### src/rtl/tdc_pkg.sv
// Shared constants, timestamp bundle and FSM states
// for the CARRY4 TDC thermometer encoder.
package tdc_pkg;

    localparam int NCARRY4  = 46;
    localparam int NTAPS    = 4 * NCARRY4;
    localparam int FINE_W   = 8;
    localparam int COARSE_W = 24;

    typedef struct packed {
        logic [COARSE_W-1:0] coarse;
        logic [FINE_W-1:0]   fine;
        logic                ovf;
    } ts_t;

    typedef enum logic [1:0] {
        DISARMED   = 2'd0,
        ARMED      = 2'd1,
        HOLDOFF    = 2'd2,
        WAIT_CLEAR = 2'd3
    } tdc_state_t;

    function automatic logic [2:0] cell_ones(input logic [3:0] v);
        return 3'(v[0]) + 3'(v[1]) + 3'(v[2]) + 3'(v[3]);
    endfunction

endpackage

### src/rtl/tdc_popcount_pipe.sv
// Two-stage ones-count of the sampled line: per-cell counts,
// then the full sum; side data rides along with the valid bit.
module tdc_popcount_pipe #(
    parameter int NCARRY4 = 46,
    parameter int FINE_W  = 8,
    parameter int SIDE_W  = 24
) (
    input  logic                 clk,
    input  logic                 rst,
    input  logic                 i_valid,
    input  logic [4*NCARRY4-1:0] i_taps,
    input  logic [SIDE_W-1:0]    i_side,
    output logic                 o_valid,
    output logic [FINE_W-1:0]    o_sum,
    output logic                 o_ovf,
    output logic [SIDE_W-1:0]    o_side
);
    import tdc_pkg::*;

    localparam int NT = 4 * NCARRY4;

    logic [2:0]        r_cnt [NCARRY4];
    logic              r_va;
    logic [SIDE_W-1:0] r_side_a;
    logic              r_vb;
    logic [FINE_W-1:0] r_sum;
    logic              r_ovf;
    logic [SIDE_W-1:0] r_side_b;
    logic [FINE_W-1:0] w_sum;

    // Stage A: per-CARRY4 ones counts plus sideband
    always_ff @(posedge clk) begin
        if (rst) begin
            for (int i = 0; i < NCARRY4; i++)
                r_cnt[i] <= '0;
            r_va     <= 1'b0;
            r_side_a <= '0;
        end else begin
            for (int i = 0; i < NCARRY4; i++)
                r_cnt[i] <= cell_ones(i_taps[4*i +: 4]);
            r_va     <= i_valid;
            r_side_a <= i_side;
        end
    end

    // Adder tree over the registered cell counts
    always_comb begin
        w_sum = '0;
        for (int i = 0; i < NCARRY4; i++)
            w_sum = w_sum + FINE_W'(r_cnt[i]);
    end

    // Stage B: results update only for a valid hit and then hold
    always_ff @(posedge clk) begin
        if (rst) begin
            r_vb     <= 1'b0;
            r_sum    <= '0;
            r_ovf    <= 1'b0;
            r_side_b <= '0;
        end else begin
            r_vb <= r_va;
            if (r_va) begin
                r_sum    <= w_sum;
                r_ovf    <= (w_sum == FINE_W'(NT));
                r_side_b <= r_side_a;
            end
        end
    end

    assign o_valid = r_vb;
    assign o_sum   = r_sum;
    assign o_ovf   = r_ovf;
    assign o_side  = r_side_b;

endmodule

### src/rtl/tdc_thermo_encoder.sv
// Start-hit detector and timestamp encoder behind the
// CARRY4 delay line: sync, FSM, drop count, fine/coarse pairing.
module tdc_thermo_encoder #(
    parameter int NCARRY4     = tdc_pkg::NCARRY4,
    parameter int FINE_W      = tdc_pkg::FINE_W,
    parameter int COARSE_W    = tdc_pkg::COARSE_W,
    parameter int HOLDOFF_CYC = 8
) (
    input  logic                 clk,
    input  logic                 rst,
    input  logic                 enable,
    input  logic [4*NCARRY4-1:0] co,
    output logic                 ts_valid,
    output logic [FINE_W-1:0]    ts_fine,
    output logic [COARSE_W-1:0]  ts_coarse,
    output logic                 ts_ovf,
    output logic [15:0]          drop_cnt,
    output logic                 busy
);
    import tdc_pkg::*;

    localparam int NT = 4 * NCARRY4;

    logic [NT-1:0]       r_s1;
    logic [NT-1:0]       r_s2;
    logic                r_p0;
    logic [COARSE_W-1:0] r_coarse;
    tdc_state_t          r_state;
    tdc_state_t          w_state_nxt;
    logic [7:0]          r_hold;
    logic [7:0]          w_hold_nxt;
    logic [15:0]         r_drop;
    logic                w_hit;
    logic                w_accept;
    logic                w_drop_inc;
    logic                w_pv;
    logic [FINE_W-1:0]   w_psum;
    logic                w_povf;
    logic [COARSE_W-1:0] w_pcoarse;
    ts_t                 w_ts;

    // Two-flop capture of the line plus the previous tap-0 sample
    always_ff @(posedge clk) begin
        if (rst) begin
            r_s1 <= '0;
            r_s2 <= '0;
            r_p0 <= 1'b0;
        end else begin
            r_s1 <= co;
            r_s2 <= r_s1;
            r_p0 <= r_s2[0];
        end
    end

    assign w_hit    = r_s2[0] & ~r_p0;
    assign w_accept = w_hit & (r_state == ARMED);

    // Free-running coarse time base
    always_ff @(posedge clk) begin
        if (rst)
            r_coarse <= '0;
        else
            r_coarse <= r_coarse + COARSE_W'(1);
    end

    // FSM state and holdoff counter registers
    always_ff @(posedge clk) begin
        if (rst) begin
            r_state <= DISARMED;
            r_hold  <= '0;
        end else begin
            r_state <= w_state_nxt;
            r_hold  <= w_hold_nxt;
        end
    end

    // Next state; disable overrides every transition
    always_comb begin
        w_state_nxt = r_state;
        w_hold_nxt  = r_hold;
        unique case (r_state)
            DISARMED: begin
                w_state_nxt = r_s2[0] ? WAIT_CLEAR : ARMED;
            end
            ARMED: begin
                if (w_hit) begin
                    w_state_nxt = HOLDOFF;
                    w_hold_nxt  = 8'(HOLDOFF_CYC - 1);
                end
            end
            HOLDOFF: begin
                if (r_hold == 8'd0)
                    w_state_nxt = WAIT_CLEAR;
                else
                    w_hold_nxt = r_hold - 8'd1;
            end
            WAIT_CLEAR: begin
                if (!r_s2[0])
                    w_state_nxt = ARMED;
            end
        endcase
        if (!enable)
            w_state_nxt = DISARMED;
    end

    assign busy = (r_state == HOLDOFF) |
                  (r_state == WAIT_CLEAR);

    assign w_drop_inc = w_hit & busy &
                        (r_drop != 16'hFFFF);

    // Saturating count of hits landing in dead time
    always_ff @(posedge clk) begin
        if (rst)
            r_drop <= '0;
        else if (w_drop_inc)
            r_drop <= r_drop + 16'd1;
    end

    assign drop_cnt = r_drop;

    tdc_popcount_pipe #(
        .NCARRY4 (NCARRY4),
        .FINE_W  (FINE_W),
        .SIDE_W  (COARSE_W)
    ) u_pop (
        .clk     (clk),
        .rst     (rst),
        .i_valid (w_accept),
        .i_taps  (r_s2),
        .i_side  (r_coarse),
        .o_valid (w_pv),
        .o_sum   (w_psum),
        .o_ovf   (w_povf),
        .o_side  (w_pcoarse)
    );

    assign w_ts.coarse = w_pcoarse;
    assign w_ts.fine   = w_psum;
    assign w_ts.ovf    = w_povf;

    assign ts_valid  = w_pv;
    assign ts_fine   = w_ts.fine;
    assign ts_coarse = w_ts.coarse;
    assign ts_ovf    = w_ts.ovf;

endmodule
### config.mk
export PLATFORM = sky130hd
export DESIGN_NAME = tdc_thermo_encoder
export DESIGN_NICKNAME = d
export VERILOG_FILES = /design/src/rtl/tdc_pkg.sv /design/src/rtl/tdc_popcount_pipe.sv /design/src/rtl/tdc_thermo_encoder.sv
export SDC_FILE = /design/constraint.sdc
export NUM_CORES = 1
export LEC_CHECK = 0
export ABC_AREA = 1
export BUFFER_PORTS_ARGS = -buffer_cell sky130_fd_sc_hd__buf_2
export CAP_MARGIN = 20
export CELL_PAD_IN_SITES_DETAIL_PLACEMENT = 0
export CELL_PAD_IN_SITES_GLOBAL_PLACEMENT = 1
export CORE_MARGIN = 5
export CORE_UTILIZATION = 49
export DETAILED_ROUTE_END_ITERATION = 10
export GPL_ROUTABILITY_DRIVEN = 0
export GPL_TIMING_DRIVEN = 1
export HOLD_SLACK_MARGIN = 0.02
export PLACE_DENSITY_LB_ADDON = 0.25
export SYNTH_ARGS = -nofsm -noshare
export SYNTH_HDL_FRONTEND = slang
export SYNTH_SLANG_ARGS = --single-unit
### constraint.sdc
create_clock -name clk -period 20.7 [get_ports clk]
set_input_delay 1.035 -clock clk [delete_from_list [all_inputs] [get_ports clk]]
set_output_delay 1.035 -clock clk [all_outputs]
set_load 0.02 [all_outputs]
=== Yosys cells after proc, flatten, opt, wreduce, memory -nomap -nowiden ===
Memory sizes are Yosys's and may differ from the RTL's.
Index checks and enable logic that the tools add are counted.

* Memories kept: 1
* Memory bits (writable): 138
* Input port bits: 187
* Register bits after elaboration: 478

* Reductions and logical operators: 6
* $add $sub $neg: 186
* Equality and inequality tests: 9
* Mux-type cells: 57
* Bitwise logic cells: 53

{| class="wikitable"
|+ Memory list
! memory !! words !! bits a word !! read ports !! clocked after Yosys merged registers in !! write ports !! RTL line !! text
|-
| u_pop.r_cnt || 46 || 3 || 46 || 0 || 46 || tdc_popcount_pipe.sv:22 || <nowiki>logic [2:0] r_cnt [NCARRY4];</nowiki>
|}

{| class="wikitable"
|+ Operator list
! kind !! count
|-
| $add A8 B3 Y8 || 44
|-
| $add A3 B1 Y3 || 92
|-
| $mux W3 || 46
|-
| $add A1 B1 Y2 || 46
|-
| $or A1 B1 Y1 || 47
|-
| $add A24 B1 Y24 const B || 1
|-
| $add A16 B1 Y16 const B || 1
|-
| $mux W8 || 2
|-
| $ne A16 B16 Y1 const B || 1
|-
| $pmux W8 S2 || 1
|-
| $eq A8 B8 Y1 const B || 1
|-
| $logic_not A8 Y1 || 1
|-
| $mux W2 || 4
|-
| $ne A2 B2 Y1 const B || 4
|-
| $pmux W2 S4 || 1
|-
| $sub A8 B1 Y8 const B || 1
|-
| $reduce_and A3 Y1 || 2
|-
| $add A3 B3 Y4 || 1
|-
| $and A1 B1 Y1 || 4
|-
| $eq A2 B2 Y1 const B || 2
|-
| $mux W1 || 3
|-
| $eq A2 B1 Y1 const B || 1
|-
| $logic_not A2 Y1 || 1
|-
| $not A1 Y1 || 2
|-
| other kinds (2) || 2
|}

=== Depth between registers and ports, before layout ===
Gate-level depths: netlist of the first run.
An unclocked memory read counts as a cell.

* Depth in word-level cells: 47
* Depth in mapped cells: 27
* Depth with buffers taken out: 27

=== Modules after synthesis ===
From an unflattened synthesis of the first run, not the netlist that was laid out.

* Cells, all modules: 3040
* Area total of the unflattened synthesis: 26025.0 um2

{| class="wikitable"
|+ By module, submodules not included
! module !! sequential area each (um2) !! area an instance (um2) !! instances !! cells each
|-
| tdc_thermo_encoder || 8388.0 || 13162.6 || 1 || 1585
|-
| tdc_popcount_pipe || 3943.8 || 12862.3 || 1 || 1455
|}

=== Worst setup path after synthesis of the first run ===
OpenSTA, ideal clock, no wires.

* Path kind: register to register
* Start: mem u_pop.r_cnt[0][0]
* End: reg u_pop.r_ovf, in the netlist u_pop.o_ovf
* Slack: 14146 ps
* Stages on the path, launching flop included: 26
* Arrival: 6484 ps
* Period minus slack after synthesis: 6554 ps
* Setup time: 71 ps
* Path buffers: 0
* Cell sequence: dfxtp_1 > ha_1 > fa_1 > xor2_1 > fa_1 > inv_1 > fa_1 > inv_1 > fa_1 > fa_1 > fa_1 > fa_1 > fa_1 > inv_1 > fa_1 > inv_1 > ha_1 > inv_1 > fa_1 > inv_1 > nand3_1 > nor2_1 > nand2_1 > nor2_1 > nand3_1 > a21oi_1

{| class="wikitable"
|+ RTL lines
! item !! RTL line !! text
|-
| start, declared || tdc_popcount_pipe.sv:22 ||
|-
| end signal, assigned || tdc_popcount_pipe.sv:64 || <nowiki>r_ovf <= (w_sum == FINE_W'(NT));</nowiki>
|-
| end, declared || tdc_popcount_pipe.sv:27 || <nowiki>logic r_ovf;</nowiki>
|}

==> results.py, run 1 <==
metrics = {
    "layout": {
        "nFillCells": 4485,
        "final_common_cell": "inv_1",
        "instances_no_fill": 3701,
        "antenna_cells": 0,
        "area.sequential_um2": 12300,
        "layout.nets": 3479,
        "area_growth_pct": 16.2,
        "multi_input_area_um2": 9360,
        "mostFrequentLayoutCells": "765 x inv_1, 646 x nor2_1, 616 x dfxtp_1, 236 x buf_2, 184 x fa_1",
        "final_core_utilization_pct": 57.7,
        "drive_gt1_share_pct": 12.1,
    },
    "timing": {
        "worst_pin_slew_ps": 1030,
        "fin_skew_ps": 16.6,
        "finalSetupViolCount": 0,
        "relSlewSlack_pct": 31.4,
        "final_hold_viol_count": 0,
        "finalCritPeriodShare_pct": 33.0,
        "max_freq_mhz": 146,
        "rsz0062_at_grt": "false",
        "finalSetupTns_ps": 0,
        "fin_crit_ps": 6840,
        "drv_slew": 0,
    },
    "routing": {
        "viasPerCell": 4.32,
        "drtPass1Iterations": 5,
        "drc_errors": 0,
        "met1_length_um": 19900,
        "route.top_layer_used": "met4",
        "wire_per_inst_um": 11.8,
        "ant_nets": 0,
        "num_vias": 15991,
        "drt-total-wl_um": 43700,
        "wl_met2_um": 21100,
        "drt_iter0_drc": 581,
        "wl_met3_um": 1910,
    },
    "placement": {
        "hpwlAfterDp_um": 32600,
        "port_buffers": 237,
        "dp.cells": 3583,
    },
    "global_route": {
        "grt_use_total_pct": 16.3,
        "grt_max_degree": 231,
        "grt_pass1_wl_um": 76600,
        "grt_pass1_vias": 16772,
        "grt_antenna_before_repair": 0,
        "grt-ovfl-total": 0,
    },
    "power": {
        "p_leak_uw": 0.0147,
        "p_int_uw": 2260,
        "p_clk_share_pct": 38.0,
        "netSwitchingFraction_pct": 27.9,
        "p_switching_uw": 875,
        "peakVddDrop_mv": 0.136,
        "power.density_nw_per_um2": 108,
        "p_seq_share_pct": 40.0,
        "combPwrFrac_pct": 22.0,
    },
    "clock_network": {
        "insertion_delay_ps": 570,
        "cts_resized": 0,
        "cts_sinks": 616,
        "cts_max_path_buffers": 3,
        "clk_pin_slew_ps": 60,
        "hold_buffers": 0,
        "ctsRootBufferMaster": "clkbuf_16",
        "post_cts_buffers": 0,
        "cts_buffers": 66,
        "h-tree-depth": 3,
        "cts_tree": "built",
    },
    "die": {
        "start_util_pct": 49.6,
        "core_um2": 50200,
        "die-width_um": 235,
        "io_pins": 238,
        "num_rows": 82,
        "die_height_um": 235,
        "dieArea_um2": 55400,
    },
    "logic_synthesis": {
        "synth.distinct_cells": 32,
        "syn-num-nets": 3246,
        "synth_area_um2": 24900,
        "synth_area_leader_cell": "dfxtp_1",
        "syn_inst": 2747,
        "synth-seq-area-share_pct": 49.5,
        "synth.area.top_cells": "dfxtp_1 50%, fa_1 15%, inv_1 12%",
        "synth_top_area_share_pct": 49.5,
        "syn_area_per_cell_um2": 9.07,
        "ys_ff_latch": 616,
        "yosys_warnings": 0,
    },
    "worst_setup_path": {
        "arrival_ps": 7330,
        "path_max_fanout": 3,
        "setup.worst_path.start_class": "register",
        "required_ps": 21190,
        "worstSetupPathType": "register to register",
        "end_kind": "register",
    },
    "flow_run": {
        "maxCapViolations": 0,
    },
    "worst_hold_path": {
        "worstHoldPathType": "register to register",
    },
    "status": {
        "outcome": "finished clean",
    },
}
==> power by group through the flow <==
stage	logic [uW]	clock network, uW	registers [uW]
after floorplan	526	0	1270
after global placement	676	0	1280
after detailed placement	705	0	1280
after CTS	710	1230	1250
after global routing	829	1280	1260
final	690	1190	1250
==> logic make-up after synthesis <==
group	share of synthesized area, %
adder cells (fa/ha/maj)	21.2
buffers and inverters	12.9
AO/OA/AOI/OAI	2.16
XOR/XNOR	0.739
multiplexers	0.0452
flip-flops	49.5
AND/OR/NAND/NOR	13.4
==> registers in the layout, summed over array words and instances, names as in the netlist, 2 cells and up <==
register,count
drop_cnt,16
r_coarse,24
r_hold,8
r_s1,184
r_s2,184
r_state,2
u_pop.o_side,24
u_pop.o_sum,8
u_pop.r_cnt,138
u_pop.r_side_a,24
==> area by class of cell <==
| cell class | instances | share of cell area [%] |
|---|---|---|
| Clock buffer | 97 | 6.85 |
| Clock inverter | 20 | 0.908 |
| Inverter | 766 | 9.94 |
| Multi-Input combinational cell | 1287 | 32.4 |
| Sequential cell | 616 | 42.6 |
| Tap cell | 672 | 2.91 |
| Timing Repair Buffer | 243 | 4.40 |
==> metrics by stage <==
step           total power (uW)  worst slack, ps  hold slack [ps]  area [um^2]
2_1_floorplan              1800            14150              388        24900
3_3_place_gp               1950            13890              396        26700
3_5_place_dp               1980            13790              392        26700
4_1_cts                    3190            13790              400        28900
5_1_grt                    3370            13530              408        28900
6_report                   3130            13860              398        28900
==> worst max-delay path, cell delays in order, from the launching register on <==
cell     delay [ps]
dfxtp_1         300
ha_1            220
fa_1            390
xor2_1          170
fa_1            480
inv_1            60
fa_1            520
inv_1            60
fa_1            510
fa_1            530
fa_1            520
fa_1            530
fa_1            540
inv_1            60
fa_1            540
inv_1            40
ha_1            220
inv_1            70
fa_1            400
inv_1            80
nand3_1          70
nor2_1          110
nand2_1          50
nor2_1          100
nand3_1          80
a21oi_1         120
==> synthesized netlist by cell type (all sizes together) <==
cell / n
inv: 766
nor2: 648
dfxtp: 616
fa: 184
nand2: 143
ha: 128
clkbuf: 65
a21oi: 49
o21ai: 47
nand3: 36
buf: 13
nor3: 12
xnor2: 11
nand4: 10
xor2: 10
or2: 4
a211oi: 1
a31oi: 1
mux2: 1
o211a: 1
o21a: 1
==> routing by layer <==
layer / GRT usage [%] / up-vias
li1: - / 8238
met1: 21.2 / 7461
met2: 27.6 / 224
met3: 3.32 / 68
met4: 4.80 / 0
met5: 0 / -
==> path summary, 6_finish.rpt <==
kind	end	cells after the start	from	slack, ps
worst min register to register	r_s2[86]	2	r_s1[86]	400
worst min-delay path	r_s2[86]	2	r_s1[86]	400
worst max-delay path	u_pop.o_ovf	25	u_pop.r_cnt[0][0]	13860
worst max register to register	u_pop.o_ovf	25	u_pop.r_cnt[0][0]	13860
(Power assumes the default switching activity.)
==> run 2, diff against run 1 <==
--- a/config.mk
+++ b/config.mk
@@ -11,7 +11,7 @@
 export CELL_PAD_IN_SITES_DETAIL_PLACEMENT = 0
 export CELL_PAD_IN_SITES_GLOBAL_PLACEMENT = 1
 export CORE_MARGIN = 5
-export CORE_UTILIZATION = 49
+export CORE_UTILIZATION = 45
 export DETAILED_ROUTE_END_ITERATION = 10
 export GPL_ROUTABILITY_DRIVEN = 0
 export GPL_TIMING_DRIVEN = 1
==> constraint.sdc (replaced) <==
create_clock -name clk -period 6.42 [get_ports clk]
set_input_delay 0.321 -clock clk [delete_from_list [all_inputs] [get_ports clk]]
set_output_delay 0.321 -clock clk [all_outputs]
set_load 0.02 [all_outputs]
==> run 2 against run 1 <==
Effect of this change:
- critical path depth unchanged
- total power grew to 3.4 times the previous value
- count of clock-buffer cells in the layout decreased by 7
- die area rose by 8.5%
- first-iteration DRC count rose by 3.6%
- non-clock buffer count up 191
- setup slack lost 14000 ps
- core utilization is 1.4 points lower
- hold slack got worse by 300 ps
- flip-flop and latch count is the same
- clock skew fell by 0.64 ps
- final cell count is 7.1% higher
==> results.py, run 2 (synthesized netlist as in run 1, its figures left out) <==
metrics = {
    "status": {
        "outcome": "finished clean",
    },
    "worst_hold_path": {
        "whs_path_depth": 3,
        "worstHoldPathType": "primary input to register",
    },
    "timing": {
        "finalCritPeriodShare_pct": 99.1,
        "finalSetupViolCount": 0,
        "fin_ws_ps": 60.8,
        "worst_pin_slew_ps": 1100,
        "drv_slew": 0,
        "rsz0062_at_grt": "true",
        "fin_crit_ps": 6360,
        "final_hold_viol_count": 0,
        "relSlewSlack_pct": 26.8,
        "max_freq_mhz": 157,
        "finalSetupTns_ps": 0,
        "worst_hold_slack_ps": 93.2,
        "fin_skew_ps": 15.9,
    },
    "clock_network": {
        "insertion_delay_ps": 580,
        "cts_max_path_buffers": 3,
        "cts_sinks": 616,
        "h-tree-depth": 3,
        "clk_pin_slew_ps": 60,
        "cts_buffers": 67,
        "ctsRootBufferMaster": "clkbuf_16",
        "cts_tree": "built",
    },
    "worst_setup_path": {
        "arrival_ps": 6860,
        "slowest_delay_ps": 510,
        "r2r_slack_ps": 60,
        "crit_buf_inv": 6,
        "worstSetupPathType": "register to register",
        "setup.worst_path.start_class": "register",
        "crit_top_cell": "fa_1",
        "required_ps": 6930,
        "ff2ff_path_depth": 25,
        "end_kind": "register",
        "path_max_fanout": 2,
        "timing.critical_path.depth": 25,
        "critical_path.top_delay_family": "adder cells",
        "cp_slowest_cell": "fa_1",
    },
    "die": {
        "dieArea_um2": 60100,
        "start_util_pct": 45.3,
        "num_rows": 86,
        "io_pins": 238,
        "core_um2": 55000,
        "die_height_um": 245,
        "die-width_um": 245,
    },
    "layout": {
        "area_growth_pct": 24.2,
        "final_core_utilization_pct": 56.2,
        "stdcell_area_um2": 30900,
        "antenna_cells": 0,
        "nFillCells": 4956,
        "layout.nets": 3671,
        "mostFrequentLayoutCells": "761 x inv_1, 646 x nor2_1, 614 x dfxtp_1, 236 x buf_2, 184 x dlygate4sd3_1",
        "final_common_cell": "inv_1",
        "drive_gt1_share_pct": 12.1,
        "top_regs": "r_s1: 184 flops, r_s2: 184 flops, u_pop.r_cnt: 138 flops",
    },
    "routing": {
        "drt-total-wl_um": 46700,
        "ant_nets": 0,
        "viasPerCell": 4.24,
        "drc_errors": 0,
        "wire_per_inst_um": 11.8,
        "drtPass1Iterations": 5,
        "drt_iter0_drc": 602,
        "num_vias": 16788,
    },
    "global_route": {
        "grt_pass1_vias": 17791,
        "grt_max_degree": 236,
        "grt-ovfl-total": 0,
        "grt_antenna_before_repair": 0,
        "grt_pass1_wl_um": 81000,
        "met3_usage_pct": 3.11,
        "grt_use_total_pct": 16.1,
        "gr-usage-met1_pct": 20.4,
        "grt_busiest_layer": "met2",
        "met2_usage_pct": 28.4,
    },
    "power": {
        "power.density_nw_per_um2": 342,
        "peakVddDrop_mv": 0.518,
        "p_leak_uw": 0.0155,
    },
    "flow_run": {
        "maxCapViolations": 0,
    },
    "placement": {
        "port_buffers": 237,
        "pre_cts_slack_ps": -297,
        "place_area_um2": 26800,
        "hpwlAfterDp_um": 33600,
    },
}
run 2: metrics by stage:
step / cells / total power (uW)
after global routing: 3963 / 11400
after detailed placement: 3665 / 6570
after global placement: 3665 / 6540
final: 3963 / 10600
after floorplan: 2747 / 5810
after CTS: 3961 / 10500
run 2: final timing paths:
kind	from	to
setup reg to reg	u_pop.r_cnt[0][3]	u_pop.o_ovf
hold reg to reg	r_s1[158]	r_s2[158]
hold / removal	co[84]	r_s1[84]
setup / recovery	u_pop.r_cnt[0][3]	u_pop.o_ovf
run 2: report_power, final:
| part | internal [uW] | leakage [uW] | total [uW] | switching [uW] |
|---|---|---|---|---|
| registers | 3980 | 0.00506 | 4040 | 58.7 |
| logic | 1320 | 0.00936 | 2740 | 1420 |
| clock network | 2320 | 0.00109 | 3790 | 1470 |
run 2: tightest hold or removal path, cell delays in order:
cell and delay (ps):
buf_2 80, inv_1 110, nor2_1 120
run 2: what timing repair did:
action | CTS | global route
buffers inserted | 2 | 1
resized for setup | 7 | 11
hold endpoints to repair | 185 | 0
pin swaps | 19 | 21
hold buffers | 184 | 0
setup endpoints to repair | 6 | 6
run 2: cell type report:
cell class / instances / area, um^2 / share of cell area [%]
flip-flops and latches: 616 / 12300 / 39.9
multi-input cells: 1287 / 9410 / 30.4
repair buffers: 434 / 3170 / 10.2
inverters: 766 / 2880 / 9.30
clock buffers: 90 / 1950 / 6.29
well taps: 748 / 936 / 3.03
clock inverters: 22 / 258 / 0.833
run 2: per-layer routing:
metal	up-vias	wire, um
met5	-	0
met4	0	1020
met3	84	1790
met2	236	22900
met1	7856	21000
li1	8612	-
==> run 3, diff against run 2 <==
--- a/config.mk
+++ b/config.mk
@@ -6,6 +6,7 @@
 export NUM_CORES = 1
 export LEC_CHECK = 0
 export ABC_AREA = 1
+export ABC_CLOCK_PERIOD_IN_PS = 6420
 export BUFFER_PORTS_ARGS = -buffer_cell sky130_fd_sc_hd__buf_2
 export CAP_MARGIN = 20
 export CELL_PAD_IN_SITES_DETAIL_PLACEMENT = 0
@@ -17,6 +18,7 @@
 export GPL_TIMING_DRIVEN = 1
 export HOLD_SLACK_MARGIN = 0.02
 export PLACE_DENSITY_LB_ADDON = 0.25
+export RECOVER_POWER = 50
 export SYNTH_ARGS = -nofsm -noshare
 export SYNTH_HDL_FRONTEND = slang
 export SYNTH_SLANG_ARGS = --single-unit
==> run 3 against run 2 <==
Effect of this change:
- the flow now finishes with violations (capacitance limit, slew limit)
- flip-flop and latch count is the same
- critical path depth unchanged
- via count barely moved
- maximum frequency about the same
- clock skew did not move
- combinational power about the same
- first-iteration DRC count up 1.7%
- hold slack about the same
- total power about the same
- sequential share of layout area about the same
==> results.py, run 3 (synthesized netlist as in run 1, its figures left out) <==
metrics = {
    "routing": {
        "num_vias": 16798,
        "wire_per_inst_um": 11.8,
        "ant_nets": 0,
        "drt-total-wl_um": 46700,
        "drt_iter0_drc": 612,
        "drc_errors": 0,
        "viasPerCell": 4.24,
        "drtPass1Iterations": 5,
    },
    "global_route": {
        "grt_pass1_wl_um": 81000,
        "grt_pass1_vias": 17791,
        "grt_antenna_before_repair": 0,
        "grt-ovfl-total": 0,
        "grt_max_degree": 236,
        "grt_use_total_pct": 16.1,
    },
    "clock_network": {
        "clk_pin_slew_ps": 60,
        "cts_max_path_buffers": 3,
        "ctsRootBufferMaster": "clkbuf_16",
        "cts_tree": "built",
        "h-tree-depth": 3,
        "cts_sinks": 616,
        "cts_buffers": 67,
        "insertion_delay_ps": 580,
    },
    "layout": {
        "mostFrequentLayoutCells": "761 x inv_1, 647 x nor2_1, 614 x dfxtp_1, 229 x buf_2, 184 x dlygate4sd3_1",
        "final_core_utilization_pct": 56.2,
        "drive_gt1_share_pct": 11.8,
        "layout.nets": 3671,
        "area_growth_pct": 24.1,
        "instances_no_fill": 3963,
        "final_common_cell": "inv_1",
        "antenna_cells": 0,
        "top_regs": "r_s1: 184 flops, r_s2: 184 flops, u_pop.r_cnt: 138 flops",
    },
    "worst_setup_path": {
        "r2r_slack_ps": 60,
        "reg2reg_to": "u_pop.o_ovf",
        "timing.rr.start": "u_pop.r_cnt[0][3]",
        "setup.worst_path.start_class": "register",
        "worstSetupPathType": "register to register",
        "required_ps": 6930,
        "end_kind": "register",
        "ff2ff_path_depth": 25,
        "startpoint": "u_pop.r_cnt[0][3]",
        "path_max_fanout": 2,
        "arrival_ps": 6860,
    },
    "power": {
        "power.density_nw_per_um2": 342,
        "p_leak_uw": 0.0155,
        "p_seq_share_pct": 38.2,
        "p_switching_uw": 2950,
        "p_int_uw": 7620,
        "netSwitchingFraction_pct": 27.9,
        "combPwrFrac_pct": 25.9,
        "p_clk_share_pct": 35.9,
        "peakVddDrop_mv": 0.518,
    },
    "placement": {
        "port_buffers": 237,
        "pre_cts_slack_ps": -297,
        "dp.cells": 3665,
        "hpwlAfterDp_um": 33600,
    },
    "timing": {
        "drv_slew": 107,
        "final_hold_viol_count": 0,
        "worst_pin_slew_ps": 4020,
        "fin_skew_ps": 15.9,
        "fin_crit_ps": 6360,
        "relSlewSlack_pct": -168,
        "finalCritPeriodShare_pct": 99.0,
        "max_freq_mhz": 157,
        "rsz0062_at_grt": "true",
        "fin_ws_ps": 61.4,
        "finalSetupViolCount": 0,
        "finalSetupTns_ps": 0,
    },
    "die": {
        "start_util_pct": 45.3,
        "core_um2": 55000,
        "die_height_um": 245,
        "die-width_um": 245,
        "io_pins": 238,
        "num_rows": 86,
        "dieArea_um2": 60100,
    },
    "worst_hold_path": {
        "whs_path_depth": 3,
        "min_from": "co[84]",
        "holdPathEnd": "r_s1[84]",
        "worstHoldPathType": "primary input to register",
    },
    "status": {
        "violations": "capacitance limit, slew limit",
        "outcome": "finished with violations",
    },
    "flow_run": {
        "maxCapViolations": 1,
    },
}
-- run 3: changes by cell type in the layout (fill, tap and decap cells not counted), sizes merged --
cell,delta
buf,-9
clkbuf,+9
-- run 3: worst max-delay path by stage --
stage | endpoint | slack [ps] | cells past startpoint
final | u_pop.o_ovf | 60 | 25
after global routing | u_pop.o_ovf | -230 | 22
after CTS | u_pop.o_ovf | -110 | 25
after detailed placement | u_pop.o_ovf | -300 | 25
after global placement | u_pop.o_ovf | -210 | 25
after floorplan | u_pop.o_ovf | 4 | 25
-- run 3: cell type report --
type,instances,area [um^2]
fillers,4964,24100
flip-flops and latches,616,12300
multi-input cells,1287,9410
repair buffers,434,3150
inverters,766,2880
clock buffers,90,1950
well taps,748,936
clock inverters,22,258
-- run 3: power groups by stage --
stage,logic [uW],clock network (uW),registers [uW]
finish,2740,3790,4040
global route,3250,4070,4050
CTS,2570,3910,4040
detailed placement,2450,0,4120
global placement,2420,0,4120
floorplan,1700,0,4110
-- run 3: layer usage --
| layer | vias to the layer above | global-route usage, % | wire (um) |
|---|---|---|---|
| met4 | 0 | 4.14 | 1020 |
| met3 | 85 | 3.11 | 1740 |
| met5 | - | 0 | 0 |
| li1 | 8612 | - | - |
| met2 | 234 | 28.4 | 23000 |
| met1 | 7867 | 20.4 | 21000 |
-- run 3: timing repair --
action	CTS	global route
endpoints found under the setup margin	6	6
pin swaps	19	21
hold buffers	184	0
buffers inserted	2	1
resized for setup	7	11
hold endpoints to repair	185	0
-- run 3: critical path: stages, from the launching register on --
cell	delay, ps
dfxtp_2	330
ha_4	160
fa_2	400
xor2_2	160
fa_1	500
inv_2	40
fa_1	490
inv_2	40
fa_1	500
fa_1	440
fa_1	510
fa_1	440
fa_1	510
inv_1	50
fa_1	470
inv_1	60
ha_4	160
inv_2	50
fa_2	420
inv_2	60
nand3_1	60
nor2_1	120
nand2_1	60
nor2_1	100
nand3_1	70
a21oi_1	110
-- run 3: stage by stage --
stage                     area, um^2  hold WS, ps  power, uW
after floorplan                24900          388       5810
after global placement         26800          395       6540
after detailed placement       26800          392       6570
after CTS                      30900         25.7      10500
after global routing           30900         74.6      11400
final                          30900         93.2      10600
